<file path="src/rtl/cdma_rd_pkg.sv">
// cdma_rd_pkg: shared types and AXI constants for the CDMA read engine.
// Holds the engine state enum, the AXI burst/response/cache encodings
// and the 4 KB page size that AR bursts must never cross.
package cdma_rd_pkg;

  typedef enum logic [1:0] {
    ST_IDLE  = 2'd0,
    ST_ISSUE = 2'd1,
    ST_DRAIN = 2'd2,
    ST_DONE  = 2'd3
  } rd_state_e;

  localparam logic [1:0] AXI_BURST_INCR = 2'b01;
  localparam logic [1:0] AXI_RESP_OKAY  = 2'b00;
  localparam logic [3:0] AXI_ARCACHE    = 4'b0011;
  localparam logic [2:0] AXI_ARPROT     = 3'b000;
  localparam int         PAGE_BYTES     = 4096;

endpackage

</file>
<file path="src/rtl/cdma_rd_burst_calc.sv">
// cdma_rd_burst_calc: combinational length of the next AR burst.
// The burst is the smallest of the beats still to request, the
// configured maximum burst, and the beats left before the next 4 KB page.
module cdma_rd_burst_calc
  import cdma_rd_pkg::*;
#(
  parameter int BURST_LEN  = 64,
  parameter int BYTES_LOG2 = 5,
  parameter int BEAT_BITS  = 28
) (
  input  logic [11:0]          page_off,
  input  logic [BEAT_BITS-1:0] remaining,
  output logic [8:0]           beats
);

  localparam int CW = (BEAT_BITS > 13) ? BEAT_BITS : 13;

  logic [12:0]   page_left_bytes;
  logic [12:0]   page_left_beats;
  logic [CW-1:0] cap;
  logic [CW-1:0] rem_ext;
  logic [CW-1:0] pick;

  // Clamp the remaining beats to the page limit and the burst limit
  always_comb begin
    page_left_bytes = 13'(PAGE_BYTES) - {1'b0, page_off};
    page_left_beats = page_left_bytes >> BYTES_LOG2;
    cap             = CW'(page_left_beats);
    if (CW'(BURST_LEN) < cap) begin
      cap = CW'(BURST_LEN);
    end
    rem_ext = CW'(remaining);
    pick    = (rem_ext < cap) ? rem_ext : cap;
    beats   = 9'(pick);
  end

endmodule

</file>
<file path="src/rtl/cdma_rd_engine.sv">
// cdma_rd_engine: AXI4 read DMA (MM2S). Splits one (address, length)
// command into INCR bursts that never cross 4 KB, keeps up to
// N_OUTSTANDING bursts in flight, and forwards R data unbuffered as a
// single AXI4-Stream packet with tkeep trimmed on the final beat.
// Optional feature macro: CDMA_RD_RRESP_EN (sticky rresp error on rd_err).
module cdma_rd_engine
  import cdma_rd_pkg::*;
#(
  parameter int BURST_LEN     = 64,
  parameter int DATA_BITS     = 256,
  parameter int ADDR_BITS     = 64,
  parameter int ID_BITS       = 2,
  parameter int LEN_BITS      = 32,
  parameter int N_OUTSTANDING = 8
) (
  input  logic                   aclk,
  input  logic                   aresetn,
  // command
  input  logic                   rd_valid,
  output logic                   rd_ready,
  input  logic [ADDR_BITS-1:0]   rd_paddr,
  input  logic [LEN_BITS-1:0]    rd_len,
  output logic                   rd_done,
  output logic                   rd_err,
  // AXI4 read address
  output logic [ID_BITS-1:0]     m_axi_ddr_arid,
  output logic [ADDR_BITS-1:0]   m_axi_ddr_araddr,
  output logic [7:0]             m_axi_ddr_arlen,
  output logic [2:0]             m_axi_ddr_arsize,
  output logic [1:0]             m_axi_ddr_arburst,
  output logic [3:0]             m_axi_ddr_arcache,
  output logic [2:0]             m_axi_ddr_arprot,
  output logic                   m_axi_ddr_arvalid,
  input  logic                   m_axi_ddr_arready,
  // AXI4 read data
  input  logic [ID_BITS-1:0]     m_axi_ddr_rid,
  input  logic [DATA_BITS-1:0]   m_axi_ddr_rdata,
  input  logic [1:0]             m_axi_ddr_rresp,
  input  logic                   m_axi_ddr_rlast,
  input  logic                   m_axi_ddr_rvalid,
  output logic                   m_axi_ddr_rready,
  // AXI4 write channels, unused by a read engine
  output logic [ID_BITS-1:0]     m_axi_ddr_awid,
  output logic [ADDR_BITS-1:0]   m_axi_ddr_awaddr,
  output logic [7:0]             m_axi_ddr_awlen,
  output logic [2:0]             m_axi_ddr_awsize,
  output logic [1:0]             m_axi_ddr_awburst,
  output logic                   m_axi_ddr_awvalid,
  input  logic                   m_axi_ddr_awready,
  output logic [DATA_BITS-1:0]   m_axi_ddr_wdata,
  output logic [DATA_BITS/8-1:0] m_axi_ddr_wstrb,
  output logic                   m_axi_ddr_wlast,
  output logic                   m_axi_ddr_wvalid,
  input  logic                   m_axi_ddr_wready,
  input  logic [ID_BITS-1:0]     m_axi_ddr_bid,
  input  logic [1:0]             m_axi_ddr_bresp,
  input  logic                   m_axi_ddr_bvalid,
  output logic                   m_axi_ddr_bready,
  // AXI4-Stream output
  output logic [DATA_BITS-1:0]   m_axis_ddr_tdata,
  output logic [DATA_BITS/8-1:0] m_axis_ddr_tkeep,
  output logic                   m_axis_ddr_tlast,
  output logic                   m_axis_ddr_tvalid,
  input  logic                   m_axis_ddr_tready
);

  localparam int BYTES      = DATA_BITS / 8;
  localparam int BYTES_LOG2 = $clog2(BYTES);
  localparam int BEAT_BITS  = LEN_BITS - BYTES_LOG2 + 1;
  localparam int OUT_BITS   = $clog2(N_OUTSTANDING + 1);

  rd_state_e             state;
  rd_state_e             state_next;
  logic [ADDR_BITS-1:0]  cur_addr;
  logic [BEAT_BITS-1:0]  remaining;
  logic [BEAT_BITS-1:0]  total_beats;
  logic [BEAT_BITS-1:0]  rcv_cnt;
  logic [BYTES_LOG2-1:0] tail;
  logic [OUT_BITS-1:0]   outstanding;
  logic [8:0]            burst_beats;

  logic                  busy;
  logic                  cmd_accept;
  logic                  ar_fire;
  logic                  r_fire;
  logic                  rlast_fire;
  logic                  last_beat;
  logic                  final_fire;
  logic [LEN_BITS:0]     len_round;
  logic [BEAT_BITS-1:0]  cmd_beats;
  logic [BYTES:0]        tail_one;
  logic [BYTES-1:0]      tail_mask;
  logic                  unused_inputs;

  cdma_rd_burst_calc #(
    .BURST_LEN  (BURST_LEN),
    .BYTES_LOG2 (BYTES_LOG2),
    .BEAT_BITS  (BEAT_BITS)
  ) u_burst_calc (
    .page_off  (cur_addr[11:0]),
    .remaining (remaining),
    .beats     (burst_beats)
  );

  assign len_round  = {1'b0, rd_len} + (LEN_BITS+1)'(BYTES - 1);
  assign cmd_beats  = BEAT_BITS'(len_round >> BYTES_LOG2);

  assign busy       = (state == ST_ISSUE) || (state == ST_DRAIN);
  assign cmd_accept = rd_valid && rd_ready;
  assign ar_fire    = m_axi_ddr_arvalid && m_axi_ddr_arready;
  assign r_fire     = busy && m_axi_ddr_rvalid && m_axi_ddr_rready;
  assign rlast_fire = r_fire && m_axi_ddr_rlast;
  assign last_beat  = (rcv_cnt == total_beats - BEAT_BITS'(1));
  assign final_fire = r_fire && last_beat;

  assign m_axi_ddr_arid    = '0;
  assign m_axi_ddr_araddr  = cur_addr;
  assign m_axi_ddr_arlen   = 8'(burst_beats - 9'd1);
  assign m_axi_ddr_arsize  = 3'(BYTES_LOG2);
  assign m_axi_ddr_arburst = AXI_BURST_INCR;
  assign m_axi_ddr_arcache = AXI_ARCACHE;
  assign m_axi_ddr_arprot  = AXI_ARPROT;

  // R data goes straight to the stream; only reset blocks the path
  assign m_axi_ddr_rready  = m_axis_ddr_tready && aresetn;
  assign m_axis_ddr_tvalid = m_axi_ddr_rvalid && aresetn;
  assign m_axis_ddr_tdata  = m_axi_ddr_rdata;
  assign m_axis_ddr_tlast  = last_beat;

  assign tail_one          = (BYTES+1)'(1) << tail;
  assign tail_mask         = BYTES'(tail_one - (BYTES+1)'(1));
  assign m_axis_ddr_tkeep  = (last_beat && (tail != '0)) ? tail_mask : '1;

  assign m_axi_ddr_awid    = '0;
  assign m_axi_ddr_awaddr  = '0;
  assign m_axi_ddr_awlen   = '0;
  assign m_axi_ddr_awsize  = '0;
  assign m_axi_ddr_awburst = '0;
  assign m_axi_ddr_awvalid = 1'b0;
  assign m_axi_ddr_wdata   = '0;
  assign m_axi_ddr_wstrb   = '0;
  assign m_axi_ddr_wlast   = 1'b0;
  assign m_axi_ddr_wvalid  = 1'b0;
  assign m_axi_ddr_bready  = 1'b0;

  assign unused_inputs = ^{m_axi_ddr_rid, m_axi_ddr_awready, m_axi_ddr_wready,
                           m_axi_ddr_bid, m_axi_ddr_bresp, m_axi_ddr_bvalid,
                           (m_axi_ddr_rresp != AXI_RESP_OKAY)};

  // State register
  always_ff @(posedge aclk) begin
    if (!aresetn) begin
      state <= ST_IDLE;
    end else begin
      state <= state_next;
    end
  end

  // Next-state and handshake outputs of the command sequencer
  always_comb begin
    state_next        = state;
    rd_ready          = 1'b0;
    rd_done           = 1'b0;
    m_axi_ddr_arvalid = 1'b0;
    case (state)
      ST_IDLE: begin
        rd_ready = aresetn;
        if (rd_valid && aresetn) begin
          state_next = (rd_len == '0) ? ST_DONE : ST_ISSUE;
        end
      end
      ST_ISSUE: begin
        m_axi_ddr_arvalid = (outstanding != OUT_BITS'(N_OUTSTANDING));
        if (m_axi_ddr_arvalid && m_axi_ddr_arready &&
            (remaining == BEAT_BITS'(burst_beats))) begin
          state_next = ST_DRAIN;
        end
      end
      ST_DRAIN: begin
        if (final_fire || (rcv_cnt == total_beats)) begin
          state_next = ST_DONE;
        end
      end
      ST_DONE: begin
        rd_done    = 1'b1;
        state_next = ST_IDLE;
      end
      default: state_next = ST_IDLE;
    endcase
  end

  // Latch the command, then walk address and remaining beats per AR
  always_ff @(posedge aclk) begin
    if (!aresetn) begin
      cur_addr    <= '0;
      remaining   <= '0;
      total_beats <= '0;
      tail        <= '0;
    end else if (cmd_accept) begin
      cur_addr    <= rd_paddr;
      remaining   <= cmd_beats;
      total_beats <= cmd_beats;
      tail        <= rd_len[BYTES_LOG2-1:0];
    end else if (ar_fire) begin
      cur_addr    <= cur_addr + (ADDR_BITS'(burst_beats) << BYTES_LOG2);
      remaining   <= remaining - BEAT_BITS'(burst_beats);
    end
  end

  // Count beats delivered to the stream for tlast/tkeep and completion
  always_ff @(posedge aclk) begin
    if (!aresetn) begin
      rcv_cnt <= '0;
    end else if (cmd_accept) begin
      rcv_cnt <= '0;
    end else if (r_fire) begin
      rcv_cnt <= rcv_cnt + BEAT_BITS'(1);
    end
  end

  // Track bursts issued but not yet closed by rlast
  always_ff @(posedge aclk) begin
    if (!aresetn) begin
      outstanding <= '0;
    end else if (ar_fire && !rlast_fire) begin
      outstanding <= outstanding + OUT_BITS'(1);
    end else if (!ar_fire && rlast_fire) begin
      outstanding <= outstanding - OUT_BITS'(1);
    end
  end

`ifdef CDMA_RD_RRESP_EN
  logic err_sticky;

  // Accumulate any non-OKAY response over the whole command
  always_ff @(posedge aclk) begin
    if (!aresetn) begin
      err_sticky <= 1'b0;
    end else if (cmd_accept) begin
      err_sticky <= 1'b0;
    end else if (r_fire && (m_axi_ddr_rresp != AXI_RESP_OKAY)) begin
      err_sticky <= 1'b1;
    end
  end

  assign rd_err = rd_done && err_sticky;
`else
  assign rd_err = 1'b0;
`endif

endmodule

</file>
<file path="config.mk">
export PLATFORM = sky130hd
export DESIGN_NAME = cdma_rd_engine
export DESIGN_NICKNAME = d
export VERILOG_FILES = /design/src/rtl/cdma_rd_pkg.sv /design/src/rtl/cdma_rd_burst_calc.sv /design/src/rtl/cdma_rd_engine.sv
export SDC_FILE = /design/constraint.sdc
export NUM_CORES = 1
export LEC_CHECK = 0
export ABC_AREA = 0
export BUFFER_PORTS_ARGS = -buffer_cell sky130_fd_sc_hd__buf_2
export CAP_MARGIN = 0
export CORE_AREA = 4 4 432 434
export CTS_CLUSTER_DIAMETER = 60
export DETAILED_ROUTE_END_ITERATION = 12
export DIE_AREA = 0 0 436 438
export PLACE_DENSITY_LB_ADDON = 0.2
export SYNTH_ARGS = -nofsm -noshare
export SYNTH_HDL_FRONTEND = slang
export SYNTH_HIERARCHICAL = 1
export SYNTH_SLANG_ARGS = --single-unit
</file>
<file path="constraint.sdc">
create_clock -name aclk -period 13.5 [get_ports aclk]
set_input_delay 0.675 -clock aclk [delete_from_list [all_inputs] [get_ports aclk]]
set_output_delay 0.675 -clock aclk [all_outputs]
set_load 0.01 [all_outputs]
</file>
==> flow_metrics.env, run 1 <==
export IMPL_synth_edf_count=0
export IMPL_avgSynthCellArea_um2=7.49
export IMPL_fin_crit_sh_pct=48.2
export IMPL_crit_type="reg2reg"
export IMPL_cp_slowest_stage_delay_ps=640
export IMPL_dr_pass1_iters=5
export IMPL_dieArea_um2=191000
export IMPL_status="completed"
export IMPL_fin_crit_ps=6510
export IMPL_ys_flop_type="dfxtp_1"
export IMPL_viasPerCell=2.93
export IMPL_hold_viol=0
export IMPL_cp_start_kind="register"
export IMPL_holdCritStartpoint="rd_paddr[4]"
export IMPL_clk_pin_slew_ps=90
export IMPL_cts_tree="done"
export IMPL_worstHoldPathCells=3
export IMPL_post_route_cells_drive_above_1_share_pct=14.3
export IMPL_antenna_found_initial=27
export IMPL_slowest_stage="or4_4"
export IMPL_ant_nets=0
export IMPL_post_cts_resized=0
export IMPL_drt_iter0_markers=712
export IMPL_ys_types=88
export IMPL_cp_end_kind="register"
export IMPL_worstMarginPinSlew_ps=1190
export IMPL_via_count=13000
export IMPL_core_um2=183000
export IMPL_ys_ff_latch=159
export IMPL_post_cts_buffers=0
export IMPL_multiInputGateArea_um2=8880
export IMPL_io_buffers=211
export IMPL_synth_yosys_seq_area_share_pct=19.9
export IMPL_rr_worst_depth=20
export IMPL_cts_sinks=159
export IMPL_crit_chain="or4_4 -> nand2b_4 -> or4_1 -> nand3_1 -> ha_1 -> a21o_1 -> a21o_1 -> a211o_1 -> a31o_1 -> mux2i_1 -> inv_1 -> fa_1 -> nor2b_1 -> o21ai_0 -> a21oi_1 -> o211a_1 -> o211ai_1 -> nor3_1 -> xnor2_1 -> a21oi_1"
export IMPL_layout_commonest_cell="conb_1"
export IMPL_gp_congestion=0.741
export IMPL_r2r_start="m_axi_ddr_araddr[0]"
export IMPL_area_growth_syn_to_layout_pct=6.63
export IMPL_slew_viol_final=0
export IMPL_irDropWorstVdd_mv=0.115
export IMPL_wire_per_inst_um=17.6
export IMPL_layout_common_cells="conb_1, buf_2, dfxtp_1, nand2_1, nor2_1"
export IMPL_clkLatencyLatePin_ps=550
export IMPL_cp_max_fo=8
export IMPL_rows=157
export IMPL_hold_buffers=0
export IMPL_max_freq_mhz=154
export IMPL_powerDensity_nw_per_um2=138
export IMPL_grt_pass1_vias=12200
export IMPL_ys_warn_count=6
export IMPL_max_slew_margin_pct=20.1
export IMPL_maxCapViolCount=0
export IMPL_htree_levels=4
export IMPL_drc_errors=0
export IMPL_n_fill_cell=21400
export IMPL_synth_async_sr_flop_share_pct=0
export IMPL_synth_area_um2=16000
export IMPL_grt_pass1_wl_um=103000
export IMPL_setup_viol=0
export IMPL_synth_cells=2139
export IMPL_wirelength_um=78100
export IMPL_grt_max_degree=77
export IMPL_hold_path_class="in2reg"
export IMPL_hold_end="m_axi_ddr_araddr[4]"
export IMPL_rsz0062_at_grt="no"
export IMPL_required_ps=13900
export IMPL_dieHeight_um=438
export IMPL_stdcell_count=4442
export IMPL_start_util_pct=8.77
export IMPL_gr_total_overflow=0
export IMPL_dp_cells=4406
export IMPL_leakage_nw=6.45
export IMPL_cts_made_buffers=17
export IMPL_fin_setup_tns_ps=0
export IMPL_io_pins=1122
export IMPL_grt_usage_pct=7.77
export IMPL_nets=2450
export IMPL_max_clock_path_buffers=2
export IMPL_r2r_end="m_axi_ddr_araddr[45]"
export IMPL_fin_skew_ps=25.8
export IMPL_seqCellArea_um2=3180
export IMPL_die_w_um=436
export IMPL_arrival_ps=6910
export IMPL_place_hpwl_um=64600
export IMPL_root_buffer="clkbuf_16"
export IMPL_r2r_slack_ps=6990
[worst max-delay path by stage]
stage                           end  cells after the start                 from
2_1_floorplan         remaining[25]                     22  m_axi_ddr_araddr[0]
3_3_place_gp   m_axi_ddr_araddr[45]                     20  m_axi_ddr_araddr[0]
3_5_place_dp   m_axi_ddr_araddr[45]                     20  m_axi_ddr_araddr[0]
4_1_cts        m_axi_ddr_araddr[45]                     20  m_axi_ddr_araddr[0]
5_1_grt        m_axi_ddr_araddr[45]                     20  m_axi_ddr_araddr[0]
6_report       m_axi_ddr_araddr[45]                     20  m_axi_ddr_araddr[0]
[layout make-up]
type,instances,share of cell area [%]
multi-input combinational,1574,52.0
sequential,159,18.6
tap,2385,17.5
timing repair buffer,226,6.86
clock buffer,18,2.51
inverter,62,1.38
clock inverter,14,1.13
antenna,4,0.0586
[kinds of logic (layout without fill, tap and decap cells)]
group	Yosys count	count (layout)	share of synthesized area [%]
other cells	4	393	0.0937
simple gates	637	637	20.6
buf+inv	791	320	33.9
mux	10	10	0.656
compound gates	345	345	13.3
flops	159	159	19.9
fa+ha+maj	40	40	3.26
xor+xnor	153	153	8.36
[metrics by stage]
| step | utilization [%] | hold slack (ps) | power (mW) | worst slack, ps | area [um2] |
|---|---|---|---|---|---|
| finish | 9.35 | 333 | 2.36 | 6990 | 17100 |
| global route | 9.35 | 312 | 2.57 | 6460 | 17100 |
| CTS | 9.35 | 264 | 2.44 | 6830 | 17100 |
| detailed placement | 9.01 | 461 | 1.83 | 6840 | 16500 |
| global placement | 9.01 | 458 | 1.84 | 6820 | 16500 |
| floorplan | - | 434 | 1.56 | 8130 | 17500 |
[synthesized netlist by cell type (6+ instances only)]
| library cell | count | area share [%] |
|---|---|---|
| a211oi_1 | 14 | 0.66 |
| a21o_1 | 16 | 0.75 |
| a21oi_1 | 89 | 2.8 |
| a311oi_1 | 6 | 0.33 |
| a31oi_1 | 12 | 0.47 |
| and2_1 | 10 | 0.39 |
| and3_1 | 15 | 0.59 |
| and4_1 | 12 | 0.66 |
| buf_1 | 8 | 0.19 |
| buf_4 | 644 | 30 |
| clkbuf_1 | 68 | 1.6 |
| dfxtp_1 | 159 | 20 |
| ha_1 | 37 | 2.9 |
| inv_1 | 60 | 1.4 |
| mux2i_1 | 9 | 0.56 |
| nand2_1 | 158 | 3.7 |
| nand2b_1 | 8 | 0.31 |
| nand3_1 | 73 | 2.3 |
| nand3b_1 | 6 | 0.28 |
| nand4_1 | 39 | 1.5 |
| nor2_1 | 126 | 3.0 |
| nor2b_1 | 11 | 0.43 |
| nor3_1 | 52 | 1.6 |
| nor4_1 | 41 | 1.6 |
| o211ai_1 | 12 | 0.56 |
| o21ai_0 | 120 | 3.7 |
| o31ai_1 | 9 | 0.42 |
| or2_2 | 9 | 0.35 |
| or3_1 | 31 | 1.2 |
| or4_1 | 15 | 0.70 |
| xnor2_1 | 97 | 5.3 |
| xor2_1 | 56 | 3.1 |
[where the power goes]
part | internal (mW) | switching (mW) | leakage (nW) | total, mW
combinational | 0.393 | 0.728 | 4.85 | 1.12
clock | 0.283 | 0.288 | 0.296 | 0.570
sequential | 0.546 | 0.124 | 1.30 | 0.671
total | 1.22 | 1.14 | 6.45 | 2.36
[worst max-delay path, delay by kind of cell (launching register included)]
kind            cells  cell delay, ps
mux                 1             470
buf+inv             1             220
fa+ha+maj           2             740
xor+xnor            1             150
simple gates        6            2010
compound gates      9            2420
flops               1             330
[layer usage]
layer  global-route usage, %  wire length, um  part of all wire (%)
met3                    3.42             7170                   9.2
met2                    13.5            39000                    50
met4                    3.66             3620                   4.6
met5                    1.08              301                  0.39
met1                    7.94            28000                    36
[flip-flops by register name, summed over array words and instances, names as in the netlist]
name              flops
m_axi_ddr_araddr     64
outstanding           4
rcv_cnt              28
remaining            28
state                 2
tail                  5
total_beats          28
Note: power is estimated with default switching activity, not from simulation.
==> run 2, diff against run 1 <==
Settings changed: ABC_AREA 0 to 1, CORE_AREA 4 4 432 434 to 4 4 438 440, DIE_AREA 0 0 436 438 to 0 0 442 444.
Clock period 13.5 ns to 5.6 ns, I/O delays scaled along.
==> flow_metrics.env, run 2 <==
export IMPL_slowest_stage="o21ai_2"
export IMPL_via_count=17000
export IMPL_synth_area_um2=18600
export IMPL_gp_congestion=0.829
export IMPL_antenna_found_initial=20
export IMPL_hold_end="tail[4]"
export IMPL_max_freq_mhz=198
export IMPL_hold_viol=0
export IMPL_finish_utilization_pct=10.5
export IMPL_fin_crit_sh_pct=90.2
export IMPL_ys_warn_count=6
export IMPL_root_buffer="clkbuf_16"
export IMPL_setup_viol=0
export IMPL_viasPerCell=3.16
export IMPL_setup_ws_ps=546
export IMPL_ys_types=63
export IMPL_grt_usage_pct=9.05
export IMPL_synth_top_area_share_pct=26.0
export IMPL_dp_cells=5342
export IMPL_dpl_cell_area_um2=19200
export IMPL_post_cts_resized=0
export IMPL_grt_pass1_vias=15900
export IMPL_core_um2=188000
export IMPL_clkLatencyLatePin_ps=520
export IMPL_maxCapViolCount=0
export IMPL_fin_setup_tns_ps=0
export IMPL_synth_cells=2944
export IMPL_start_util_pct=9.90
export IMPL_fin_skew_ps=27.4
export IMPL_htree_levels=4
export IMPL_seqCellArea_um2=3180
export IMPL_cts_made_buffers=17
export IMPL_dieHeight_um=444
export IMPL_irDropWorstVdd_mv=0.305
export IMPL_gr_total_overflow=0
export IMPL_ys_top_cells_by_count="buf_4, nand2_1, nor2_1"
export IMPL_grt_max_degree=67
export IMPL_post_cts_buffers=0
export IMPL_grt_pass1_wl_um=126000
export IMPL_synth_top_cell_by_area="buf_4"
export IMPL_fin_area_um2=19800
export IMPL_drt_iter0_markers=865
export IMPL_status="completed"
export IMPL_cts_tree="done"
export IMPL_die_w_um=442
export IMPL_cp_start_kind="register"
export IMPL_hold_path_class="in2reg"
export IMPL_layout_common_cells="nand2_1, conb_1, nor2_1, inv_1, buf_2"
export IMPL_timing_hold_ws_ps=58.2
export IMPL_worstMarginPinSlew_ps=1050
export IMPL_nets=3277
export IMPL_wire_per_inst_um=17.4
export IMPL_required_ps=5970
export IMPL_r2r_start="m_axi_ddr_araddr[6]"
export IMPL_ys_ff_latch=159
export IMPL_dieArea_um2=196000
export IMPL_ant_nets=0
export IMPL_cts_sinks=159
export IMPL_synthAdderAreaFrac_pct=2.82
export IMPL_rr_worst_depth=26
export IMPL_hold_buffers=1
export IMPL_holdCritStartpoint="rd_len[4]"
export IMPL_synth_xor_area_share_pct=3.86
export IMPL_slew_viol_final=0
export IMPL_rsz0062_at_grt="no"
export IMPL_synth_yosys_seq_area_share_pct=17.1
export IMPL_io_buffers=211
export IMPL_clk_pin_slew_ps=70
export IMPL_r2r_end="m_axi_ddr_araddr[49]"
export IMPL_synthMuxAreaShare_pct=0
export IMPL_post_route_cells_drive_above_1_share_pct=13.0
export IMPL_cp_slowest_stage_delay_ps=480
export IMPL_wirelength_um=93800
export IMPL_rows=159
export IMPL_synth_edf_count=0
export IMPL_crit_type="reg2reg"
export IMPL_largest_reg_flops=64
export IMPL_layout_commonest_cell="nand2_1"
export IMPL_synth_compound_gate_area_share_pct=10.9
export IMPL_post_synth_top_count_cell="buf_4"
export IMPL_cp_end_kind="register"
export IMPL_timing_critical_path_mode_cell="nand2_1"
export IMPL_max_slew_margin_pct=29.2
export IMPL_n_fill_cell=22200
export IMPL_synth_simple_area_share_pct=31.6
export IMPL_arrival_ps=5430
export IMPL_multiInputGateArea_um2=10600
export IMPL_pre_cts_slack_ps=496
export IMPL_stdcell_count=5377
export IMPL_avgSynthCellArea_um2=6.31
export IMPL_dr_pass1_iters=5
export IMPL_io_pins=1122
export IMPL_max_clock_path_buffers=2
export IMPL_area_growth_syn_to_layout_pct=6.56
export IMPL_leakage_nw=8.57
export IMPL_r2r_slack_ps=550
export IMPL_drc_errors=0
export IMPL_place_hpwl_um=80200
export IMPL_ys_flop_type="dfxtp_1"
export IMPL_fin_crit_ps=5050
export IMPL_worstHoldPathCells=3
export IMPL_synth_area_leaders="buf_4, dfxtp_1, nand2_1, nor2_1, inv_1"
export IMPL_powerDensity_nw_per_um2=370
export IMPL_cp_max_fo=10
export IMPL_synth_top_family_by_area="buffers and inverters"
export IMPL_synth_async_sr_flop_share_pct=0
export IMPL_total_power_mw=7.32
-- run 2: cell types whose count changed after synthesis, sizes merged, moves of 14 or more --
| cell | delta |
|---|---|
| or2 | +20 |
| clkbuf | -21 |
| or4 | -17 |
| inv | +236 |
| or3 | -31 |
| nand2 | +404 |
| nand3 | +110 |
| nand4 | +25 |
| a21o | -14 |
| nor2 | +218 |
| a21oi | +46 |
| xnor2 | -61 |
-- run 2: cell families (layout without fill, tap and decap cells) --
| group | Yosys count | count (layout) |
|---|---|---|
| simple gates | 1298 | 1298 |
| flops | 159 | 159 |
| buf+inv | 1009 | 560 |
| other cells | 4 | 391 |
| compound gates | 353 | 353 |
| fa+ha+maj | 40 | 40 |
| xor+xnor | 81 | 81 |
-- run 2: final cells by class --
class	instances	area share, %
multi-input cells	2161	53.6
clock buffers	19	2.24
well taps	2495	15.8
repair buffers	230	6.07
diodes	2	0.0253
clock inverters	13	0.531
inverters	298	5.69
flip-flops and latches	159	16.1
-- run 2: routing by layer --
| metal | routed length (um) | vias to the layer above | GRT usage, % | share of wire [%] |
|---|---|---|---|---|
| met5 | 368 | - | 1.25 | 0.39 |
| met4 | 2290 | 12 | 2.49 | 2.4 |
| met3 | 8420 | 170 | 3.71 | 9.0 |
| met2 | 42100 | 723 | 14.1 | 45 |
| met1 | 40600 | 7750 | 11.4 | 43 |
| li1 | - | 8332 | - | - |
-- run 2: power breakdown --
| part | switching (mW) | internal (mW) | total, mW | leakage (nW) |
|---|---|---|---|---|
| registers | 0.363 | 1.35 | 1.71 | 1.30 |
| logic | 3.07 | 1.35 | 4.42 | 7.01 |
| clock network | 0.608 | 0.585 | 1.19 | 0.263 |
| total | 4.04 | 3.28 | 7.32 | 8.57 |
-- run 2: worst max path at each step --
stage	from	end
2_1_floorplan	m_axi_ddr_araddr[0]	m_axi_ddr_araddr[61]
3_3_place_gp	m_axi_ddr_araddr[6]	m_axi_ddr_araddr[30]
3_5_place_dp	m_axi_ddr_araddr[0]	m_axi_ddr_araddr[30]
4_1_cts	m_axi_ddr_araddr[6]	m_axi_ddr_araddr[30]
5_1_grt	m_axi_ddr_araddr[6]	m_axi_ddr_araddr[30]
6_report	m_axi_ddr_araddr[6]	m_axi_ddr_araddr[49]
-- run 2: worst max-delay path, delay by kind of cell, from the launching register on --
kind	cells	cell delay (ps)
adder cells (fa/ha/maj)	2	670
flip-flops	1	370
AND/OR/NAND/NOR	15	2240
buffers and inverters	3	220
AO/OA/AOI/OAI	6	1380
